File: src/rtl/uart_tx_scheduler.sv
// Round-robin scheduler sharing one serial transmitter between N_REQ byte producers.
// Launches a frame with a one-cycle ready pulse, then blocks for a fixed frame time.
module uart_tx_scheduler #(
    parameter int N_REQ        = 4,
    parameter int FRAME_CYCLES = 160,
    parameter int CNT_W        = $clog2(FRAME_CYCLES)
) (
    input  logic                 clk,
    input  logic                 reset,
    input  logic [N_REQ-1:0]     i_req,
    input  logic [8*N_REQ-1:0]   i_req_data,
    input  logic [N_REQ-1:0]     i_req_last,
    output logic [N_REQ-1:0]     o_req_ack,
    output logic [N_REQ-1:0]     o_grant,
    output logic [7:0]           o_tx_data,
    output logic                 o_tx_ready,
    output logic                 o_busy
);
    localparam int PTR_W = (N_REQ > 1) ? $clog2(N_REQ) : 1;

    typedef enum logic [1:0] {S_IDLE, S_LAUNCH, S_WAIT} state_t;

    state_t             state_q, state_d;
    logic [PTR_W-1:0]   ptr_q, ptr_d;
    logic [PTR_W-1:0]   owner_q, owner_d;
    logic               lock_q, lock_d;
    logic [CNT_W-1:0]   cnt_q, cnt_d;
    logic [7:0]         tx_data_q, tx_data_d;
    logic               tx_ready_q, tx_ready_d;
    logic [N_REQ-1:0]   ack_q, ack_d;
    logic [N_REQ-1:0]   grant_q, grant_d;
    logic               busy_q, busy_d;

    logic [7:0]         req_byte [N_REQ];

    generate
        for (genvar gi = 0; gi < N_REQ; gi++) begin : g_byte
            assign req_byte[gi] = i_req_data[8*gi +: 8];
        end
    endgenerate

    logic               found;
    logic [PTR_W-1:0]   win;
    logic [PTR_W-1:0]   cand;
    logic [PTR_W-1:0]   win_next;
    int                 idx;

    // A locked owner that still requests wins outright; otherwise rotate from ptr.
    always_comb begin
        found = 1'b0;
        win   = owner_q;
        cand  = '0;
        idx   = 0;
        if (lock_q && i_req[owner_q]) begin
            found = 1'b1;
        end else begin
            for (int i = 0; i < N_REQ; i++) begin
                idx = int'(ptr_q) + i;
                if (idx >= N_REQ) begin
                    idx = idx - N_REQ;
                end
                cand = PTR_W'(idx);
                if (!found && i_req[cand]) begin
                    found = 1'b1;
                    win   = cand;
                end
            end
        end
        win_next = (win == PTR_W'(N_REQ - 1)) ? '0 : win + PTR_W'(1);
    end

    always_comb begin
        state_d    = state_q;
        ptr_d      = ptr_q;
        owner_d    = owner_q;
        lock_d     = lock_q;
        cnt_d      = cnt_q;
        tx_data_d  = tx_data_q;
        tx_ready_d = 1'b0;
        ack_d      = '0;
        grant_d    = grant_q;
        case (state_q)
            S_IDLE: begin
                if (found) begin
                    state_d     = S_LAUNCH;
                    tx_data_d   = req_byte[win];
                    tx_ready_d  = 1'b1;
                    ack_d[win]  = 1'b1;
                    grant_d     = '0;
                    grant_d[win] = 1'b1;
                    owner_d     = win;
                    cnt_d       = CNT_W'(FRAME_CYCLES - 1);
                    if (i_req_last[win]) begin
                        lock_d = 1'b0;
                        ptr_d  = win_next;
                    end else begin
                        lock_d = 1'b1;
                    end
                end else if (lock_q) begin
                    // Owner abandoned its burst and nobody else is waiting.
                    lock_d  = 1'b0;
                    grant_d = '0;
                end
            end
            S_LAUNCH: begin
                state_d = S_WAIT;
            end
            S_WAIT: begin
                if (cnt_q == '0) begin
                    state_d = S_IDLE;
                    if (!lock_q) begin
                        grant_d = '0;
                    end
                end else begin
                    cnt_d = cnt_q - CNT_W'(1);
                end
            end
            default: begin
                state_d = S_IDLE;
            end
        endcase
        busy_d = (state_d != S_IDLE);
    end

    always_ff @(posedge clk or negedge reset) begin
        if (!reset) begin
            state_q    <= S_IDLE;
            ptr_q      <= '0;
            owner_q    <= '0;
            lock_q     <= 1'b0;
            cnt_q      <= '0;
            tx_data_q  <= '0;
            tx_ready_q <= 1'b0;
            ack_q      <= '0;
            grant_q    <= '0;
            busy_q     <= 1'b0;
        end else begin
            state_q    <= state_d;
            ptr_q      <= ptr_d;
            owner_q    <= owner_d;
            lock_q     <= lock_d;
            cnt_q      <= cnt_d;
            tx_data_q  <= tx_data_d;
            tx_ready_q <= tx_ready_d;
            ack_q      <= ack_d;
            grant_q    <= grant_d;
            busy_q     <= busy_d;
        end
    end

    assign o_req_ack  = ack_q;
    assign o_grant    = grant_q;
    assign o_tx_data  = tx_data_q;
    assign o_tx_ready = tx_ready_q;
    assign o_busy     = busy_q;
endmodule
File: config.mk
export PLATFORM = sky130hd
export DESIGN_NAME = uart_tx_scheduler
export DESIGN_NICKNAME = d
export VERILOG_FILES = /design/src/rtl/uart_tx_scheduler.sv
export SDC_FILE = /design/constraint.sdc
export NUM_CORES = 1
export LEC_CHECK = 0
export CORE_MARGIN = 1
export CORE_UTILIZATION = 40
export CTS_CLUSTER_DIAMETER = 60
export DETAILED_ROUTE_END_ITERATION = 10
export HOLD_SLACK_MARGIN = 0.12
export PLACE_DENSITY_LB_ADDON = 0.25
export SLEW_MARGIN = 20
export SYNTH_ARGS = -nofsm -noshare
export SYNTH_HDL_FRONTEND = slang
export SYNTH_SLANG_ARGS = --single-unit
File: constraint.sdc
create_clock -name clk -period 5 [get_ports clk]
set_input_delay 1.5 -clock clk [delete_from_list [all_inputs] [get_ports clk]]
set_output_delay 1.5 -clock clk [all_outputs]
set_load 0.01 [all_outputs]
* Yosys cells after proc, flatten, opt, wreduce, memory -nomap -nowiden
Cells that the tools add are included.
** Operators by class
- $add $sub $neg :: 9
- Eq/ne operators :: 8
- Bitwise operators :: 1
- Muxes and demuxes :: 56
- Reductions and logical operators :: 16
- Magnitude comparators :: 12
** Operators with widths (number)
- $mux 2 :: 16
- $mux 8 :: 4
- $mux 4 :: 6
- $mux 1 :: 19
- $lt 2x3->1 const B :: 6
- $bmux 8 s2 :: 1
- $pmux 8 s2 :: 1
- $bmux 1 s2 :: 6
- $ge 3x3->1 const B :: 4
- $logic_not 8->1 :: 1
- $ne 2x2->1 const B :: 4
- $pmux 4 s2 :: 1
- $sub 2x1->2 const B :: 4
- $sub 8x1->8 const B :: 1
- $add 2x2->3 const B :: 2
- $pmux 2 s3 :: 1
- $reduce_and 3->1 :: 2
- $logic_and 1x1->1 :: 5
- $eq 2x2->1 const B :: 2
- $reduce_and 4->1 :: 1
- $reduce_bool 2->1 :: 2
- $add 2x1->3 const B :: 1
- $ge 2x3->1 const B :: 1
- $logic_not 1->1 :: 3
- 8 further kinds :: 8
** Word-level totals
- Bits of input ports :: 42
- Output and inout bits :: 18
- Bits in registers :: 33
- Logic and storage cells :: 112

* Depth between registers and ports, before layout
- Word-level depth :: 26
- Depth in mapped cells :: 12
- Gate-level depth less buffers :: 9

* Worst setup path after synthesis
No wires, ideal clock.
- Path kind :: input -> register
- From :: input port i_req[3]
- To :: register tx_data_q[4], in the netlist o_tx_data[4]
- Buffers on the path :: 3
- Data arrival time :: 3.400 ns
- Setup time :: 0.125 ns
- Setup slack :: 1.475 ns
- Required time :: 4.875 ns
- Stages on the path :: 10
- Path through :: buf_2 mux2i_2 nor2_1 o21a_1 o221ai_1 and2_1 buf_6 buf_12 mux4_2 mux2_4
** Between the ends
- Cells in the longest elaborated chain, start to end :: 20
- Elaborated cells between the ends (all ways) :: 35
- Classes of those cells :: mux (26); bitwise (1); reduce/logical (8)
** Ends and longest elaborated chain
- start: declaration :: RTL line 10 : input logic [N_REQ-1:0] i_req,
- $bmux 1 s2 :: RTL line 63 : if (!found && i_req[cand]) begin
- $mux 1 (implied by the code) :: RTL line 63
- $mux 1 :: RTL line 63
- $mux 1 :: RTL line 54 : if (lock_q && i_req[owner_q]) begin
- $logic_not 1->1 :: RTL line 63
- $logic_and 1x1->1 :: RTL line 63
- $mux 1 :: RTL line 63
- $mux 1 :: RTL line 54
- (+3 left out)
- $mux 1 :: RTL line 54
- $logic_not 1->1 :: RTL line 63
- $logic_and 1x1->1 :: RTL line 63
- $mux 2 :: RTL line 63
- $mux 2 :: RTL line 54
- $not 2->3 (implied by the code) :: RTL line 86 : tx_data_d = req_byte[win];
- $bmux 8 s2 :: RTL line 86
- $mux 8 (implied by the code) (2 in a row) :: RTL line 86
- end signal: assignment :: RTL line 143 : tx_data_q <= tx_data_d;
- end: declaration :: RTL line 28 : logic [7:0] tx_data_q, tx_data_d;
Several ways; a longest one is shown, not always the timed one. The select of a mux whose other input is x is not followed.
A chain may end at the register's enable or synchronous reset.

* Worst setup path in the final report
- From :: input port i_req[2]
- To :: register tx_data_q[0], in the netlist o_tx_data[0]
The elaborated chain is that of the path after synthesis.

==> flow_summary.html <==
<table>
<tr><th>Metric</th><th>Value</th></tr>
<tr><th colspan="2">Synth</th></tr>
<tr><td>Async SR Flop Fraction</td><td>1.00</td></tr>
<tr><td>Synthesis-stage register bit count</td><td>33</td></tr>
<tr><td>Mean instance size in the synthesized netlist</td><td>10.7 um2</td></tr>
<tr><td>Yosys warning count</td><td>0</td></tr>
<tr><td>Netlist cell types</td><td>50</td></tr>
<tr><td>Cells after synthesis</td><td>187</td></tr>
<tr><td>Post-Synthesis Net Count</td><td>234</td></tr>
<tr><td>Register area share after synthesis</td><td>0.413</td></tr>
<tr><td>Main flop type after synthesis</td><td>sky130_fd_sc_hd__dfrtp_1</td></tr>
<tr><td>Post-synthesis instance area</td><td>2000 um2</td></tr>
<tr><td>Count of flip-flops with a built-in enable after synthesis</td><td>0</td></tr>
<tr><th colspan="2">Routing</th></tr>
<tr><td>WL per Instance</td><td>13.4 um</td></tr>
<tr><td>DR DRC count</td><td>0</td></tr>
<tr><td>First-pass iteration count of the detailed router</td><td>4</td></tr>
<tr><td>Routed wire length</td><td>4200 um</td></tr>
<tr><td>Number of routed nets with antenna violations</td><td>0</td></tr>
<tr><td>Number of design-rule violations left by the first detailed-router iteration</td><td>64</td></tr>
<tr><td>Vias post-DR</td><td>1,612</td></tr>
<tr><td>Via count normalized by instance count</td><td>5.15</td></tr>
<tr><th colspan="2">Place</th></tr>
<tr><td>Count of input and output buffers</td><td>59</td></tr>
<tr><td>Routability-driven placement congestion ratio</td><td>0.887</td></tr>
<tr><td>Final HPWL from detailed placement</td><td>3060 um</td></tr>
<tr><td>Cell count after placement</td><td>305</td></tr>
<tr><td>Worst setup slack after placement</td><td>0.406 ns</td></tr>
<tr><th colspan="2">Setup path</th></tr>
<tr><td>Reg-to-reg setup timing slack</td><td>2.03 ns</td></tr>
<tr><td>Arrival @ worst endpoint</td><td>4.45 ns</td></tr>
<tr><td>Slowest stage delay, CP</td><td>0.73 ns</td></tr>
<tr><td>Type of origin of the critical path</td><td>input port</td></tr>
<tr><td>Type of element capturing the critical path</td><td>flip-flop</td></tr>
<tr><td>Kind of critical path</td><td>input port to flip-flop</td></tr>
<tr><td>CP Cell Sequence</td><td>clkdlybuf4s50_1 -&gt; mux2i_2 -&gt; nor2_1 -&gt; a31oi_1 -&gt; o221ai_1 -&gt; and2_1 -&gt; mux4_1 -&gt; mux2_2</td></tr>
<tr><td>Highest fanout seen on the critical path</td><td>15</td></tr>
<tr><td>Data required, critical path</td><td>5.17 ns</td></tr>
<tr><td>Slowest library cell on the worst path</td><td>sky130_fd_sc_hd__clkdlybuf4s50_1</td></tr>
<tr><th colspan="2">Clocking</th></tr>
<tr><td>Setup Buffers After CTS</td><td>0</td></tr>
<tr><td>Quantity of hold-fixing buffers added after cts</td><td>0</td></tr>
<tr><td>Number of buffers on the longest clock path</td><td>2</td></tr>
<tr><td>Reg clk slew, reported paths</td><td>0.07 ns</td></tr>
<tr><td>Clock latency reported for the late side of the worst-skew pair</td><td>0.28 ns</td></tr>
<tr><td>TritonCTS sink count</td><td>33</td></tr>
<tr><td>Number of buffers created by CTS</td><td>5</td></tr>
<tr><td>Resize count post-CTS</td><td>0</td></tr>
<tr><td>CTS HTree Levels</td><td>2</td></tr>
<tr><td>CTS tree</td><td>yes</td></tr>
<tr><td>Root buf cell</td><td>sky130_fd_sc_hd__clkbuf_8</td></tr>
<tr><th colspan="2">Global route</th></tr>
<tr><td>Combined global-route utilization of all metal layers</td><td>0.177</td></tr>
<tr><td>Maximum number of pins on one net before global-route repair</td><td>34</td></tr>
<tr><td>Antenna violations before repair</td><td>0</td></tr>
<tr><td>Overflow left after global routing</td><td>0</td></tr>
<tr><td>Number of global-route vias before repair</td><td>1,602</td></tr>
<tr><td>Global-route wire length before repair</td><td>7110 um</td></tr>
<tr><th colspan="2">STA</th></tr>
<tr><td>Final-layout worst hold slack</td><td>0.479 ns</td></tr>
<tr><td>Max Slew Vio Count</td><td>0</td></tr>
<tr><td>Count of final hold-check violations</td><td>0</td></tr>
<tr><td>Final min period</td><td>4.28 ns</td></tr>
<tr><td>Relative max-transition margin</td><td>0.443</td></tr>
<tr><td>Clock Skew</td><td>0.0100 ns</td></tr>
<tr><td>Final period utilization</td><td>0.857</td></tr>
<tr><td>Final sum of negative setup slack</td><td>0 ns</td></tr>
<tr><td>Unrepaired setup endpoints after global routing</td><td>false</td></tr>
<tr><td>Finish-stage setup viols</td><td>0</td></tr>
<tr><td>Post-route worst setup slack</td><td>0.716 ns</td></tr>
<tr><td>Achievable clock frequency</td><td>233 MHz</td></tr>
<tr><td>Worst slew pin tran</td><td>0.825 ns</td></tr>
<tr><th colspan="2">Floorplanning</th></tr>
<tr><td>Core region area</td><td>4750 um2</td></tr>
<tr><td>I/O pins</td><td>60</td></tr>
<tr><td>Width of the die</td><td>72.7 um</td></tr>
<tr><td>Die Ht</td><td>72.7 um</td></tr>
<tr><td>Site Rows</td><td>25</td></tr>
<tr><td>Starting density of the core</td><td>0.421</td></tr>
<tr><td>Floorplan die area</td><td>5290 um2</td></tr>
<tr><th colspan="2">Power and ir drop</th></tr>
<tr><td>IR drop worst, VDD</td><td>0.282 mV</td></tr>
<tr><td>Reported leakage power</td><td>0.00116 uW</td></tr>
<tr><td>Post-layout power</td><td>1510 uW</td></tr>
<tr><td>Pwr dens</td><td>551 nW/um2</td></tr>
<tr><th colspan="2">Run</th></tr>
<tr><td>Total of max-cap violations</td><td>0</td></tr>
<tr><th colspan="2">Layout</th></tr>
<tr><td>Post-layout nets</td><td>292</td></tr>
<tr><td>Share of final-layout standard cells stronger than drive strength 1</td><td>0.130</td></tr>
<tr><td>Area delta synth-&gt;final</td><td>37.3%</td></tr>
<tr><td>Antenna diodes</td><td>0</td></tr>
<tr><td>Finished Layout Cells</td><td>313</td></tr>
<tr><th colspan="2">Worst hold path</th></tr>
<tr><td>Min-Delay Path Class</td><td>flip-flop to flip-flop</td></tr>
<tr><th colspan="2">Outcome</th></tr>
<tr><td>Outcome</td><td>completed</td></tr>
</table>
## power by group
part           switching, uW  internal, uW
Sequential              97.4           368
Combinational            344           441
Clock                    102           162
## placed cells by master, fill, tap and decap left out, types with 3 or more instances in the layout
cell                              Yosys  routed
sky130_fd_sc_hd__clkbuf_8             0       6
sky130_fd_sc_hd__a31oi_1              3       3
sky130_fd_sc_hd__o21ai_0              9       9
sky130_fd_sc_hd__nor2b_1              3       3
sky130_fd_sc_hd__mux4_2               5       5
sky130_fd_sc_hd__mux4_1               3       3
sky130_fd_sc_hd__buf_4                0       5
sky130_fd_sc_hd__clkdlybuf4s50_1      0      59
sky130_fd_sc_hd__a21oi_1             11      11
sky130_fd_sc_hd__o22ai_1              3       3
sky130_fd_sc_hd__dfrtp_1             33      33
sky130_fd_sc_hd__inv_1               10      10
sky130_fd_sc_hd__nand3_1              4       4
sky130_fd_sc_hd__and3_1               5       5
sky130_fd_sc_hd__nand2_1             13      13
sky130_fd_sc_hd__ha_1                 5       5
sky130_fd_sc_hd__nand3b_1             3       3
sky130_fd_sc_hd__nor2_1              11      11
sky130_fd_sc_hd__a21o_1               5       5
sky130_fd_sc_hd__mux2_4               4       4
sky130_fd_sc_hd__nand2b_1             4       4
sky130_fd_sc_hd__mux2_2               6       6
## area by class of cell
cell class                      instances  area (um2)
Inverter                               10        37.5
Clock inverter                          2        37.5
Tap cell                               67        83.8
Fill cell                             431        2010
Clock buffer                            6        82.6
Multi-Input combinational cell        131        1050
Sequential cell                        33         826
Timing Repair Buffer                   64         628
## cells in the mapped netlist, types with 3 or more instances
master,n,share of area
sky130_fd_sc_hd__a21oi_1,11,0.028
sky130_fd_sc_hd__nor2_1,11,0.021
sky130_fd_sc_hd__o21ai_0,9,0.023
sky130_fd_sc_hd__a31oi_1,3,0.0094
sky130_fd_sc_hd__mux4_2,5,0.056
sky130_fd_sc_hd__nand2_1,13,0.024
sky130_fd_sc_hd__dfrtp_1,33,0.41
sky130_fd_sc_hd__buf_2,5,0.013
sky130_fd_sc_hd__ha_1,5,0.031
sky130_fd_sc_hd__o22ai_1,3,0.0094
sky130_fd_sc_hd__and3_1,5,0.016
sky130_fd_sc_hd__nand2b_1,4,0.013
sky130_fd_sc_hd__mux2_2,6,0.034
sky130_fd_sc_hd__nor2b_1,3,0.0094
sky130_fd_sc_hd__mux2_4,4,0.030
sky130_fd_sc_hd__clkbuf_1,4,0.0075
sky130_fd_sc_hd__inv_1,10,0.019
sky130_fd_sc_hd__mux4_1,3,0.039
sky130_fd_sc_hd__nand3_1,4,0.010
sky130_fd_sc_hd__nand3b_1,3,0.011
sky130_fd_sc_hd__a21o_1,5,0.019
## registers in the layout, indices dropped and copies added, names as in the netlist
register / flops
o_grant: 4
o_req_ack: 4
o_tx_ready: 1
ptr_q: 2
o_tx_data: 8
o_busy: 1
cnt_q: 8
owner_q: 2
lock_q: 1
state_q: 2
## stage by stage
stage	area, um2	utilization
global route	2750	0.578
finish	2750	0.578
CTS	2750	0.578
detailed placement	2630	0.552
global placement	2630	0.552
floorplan	2000	-
## final timing paths
path / from / endpoint / depth (start not counted)
worst max-delay path: i_req[2] / o_tx_data[0] / 8
worst min-delay path: o_grant[1] / o_grant[1] / 1
worst max register to register: owner_q[0] / o_tx_data[0] / 7
worst min register to register: o_grant[1] / o_grant[1] / 1
max in group asynchronous: reset / o_tx_data[2] / 2
min in group asynchronous: reset / o_busy / 2
## per-layer routing
| metal | track usage | vias to the layer above | part of all wire | wire [um] |
|---|---|---|---|---|
| met1 | 0.216 | 753 | 0.43 | 1790 |
| met4 | 0.0654 | 0 | 0.011 | 48 |
| met2 | 0.297 | 57 | 0.49 | 2060 |
| met5 | 0 | - | 0 | 0 |
| met3 | 0.0511 | 4 | 0.070 | 293 |
| li1 | - | 798 | - | - |
## logic make-up (layout without fill, tap and decap cells)
family          Yosys count  after routing  share of synthesized area
simple gates             54             54                      0.141
compound gates           47             47                      0.156
flops                    33             33                      0.413
buf+inv                  23             82                     0.0619
mux                      22             22                      0.183
fa+ha+maj                 5              5                     0.0313
xor+xnor                  3              3                     0.0131
## critical path: cells and delay by family
family / cells / cell delay (ns)
mux: 3 / 1.05
compound gates: 2 / 0.29
buf+inv: 1 / 0.73
simple gates: 2 / 0.86
No activity file was read; power rests on OpenSTA's default activity.
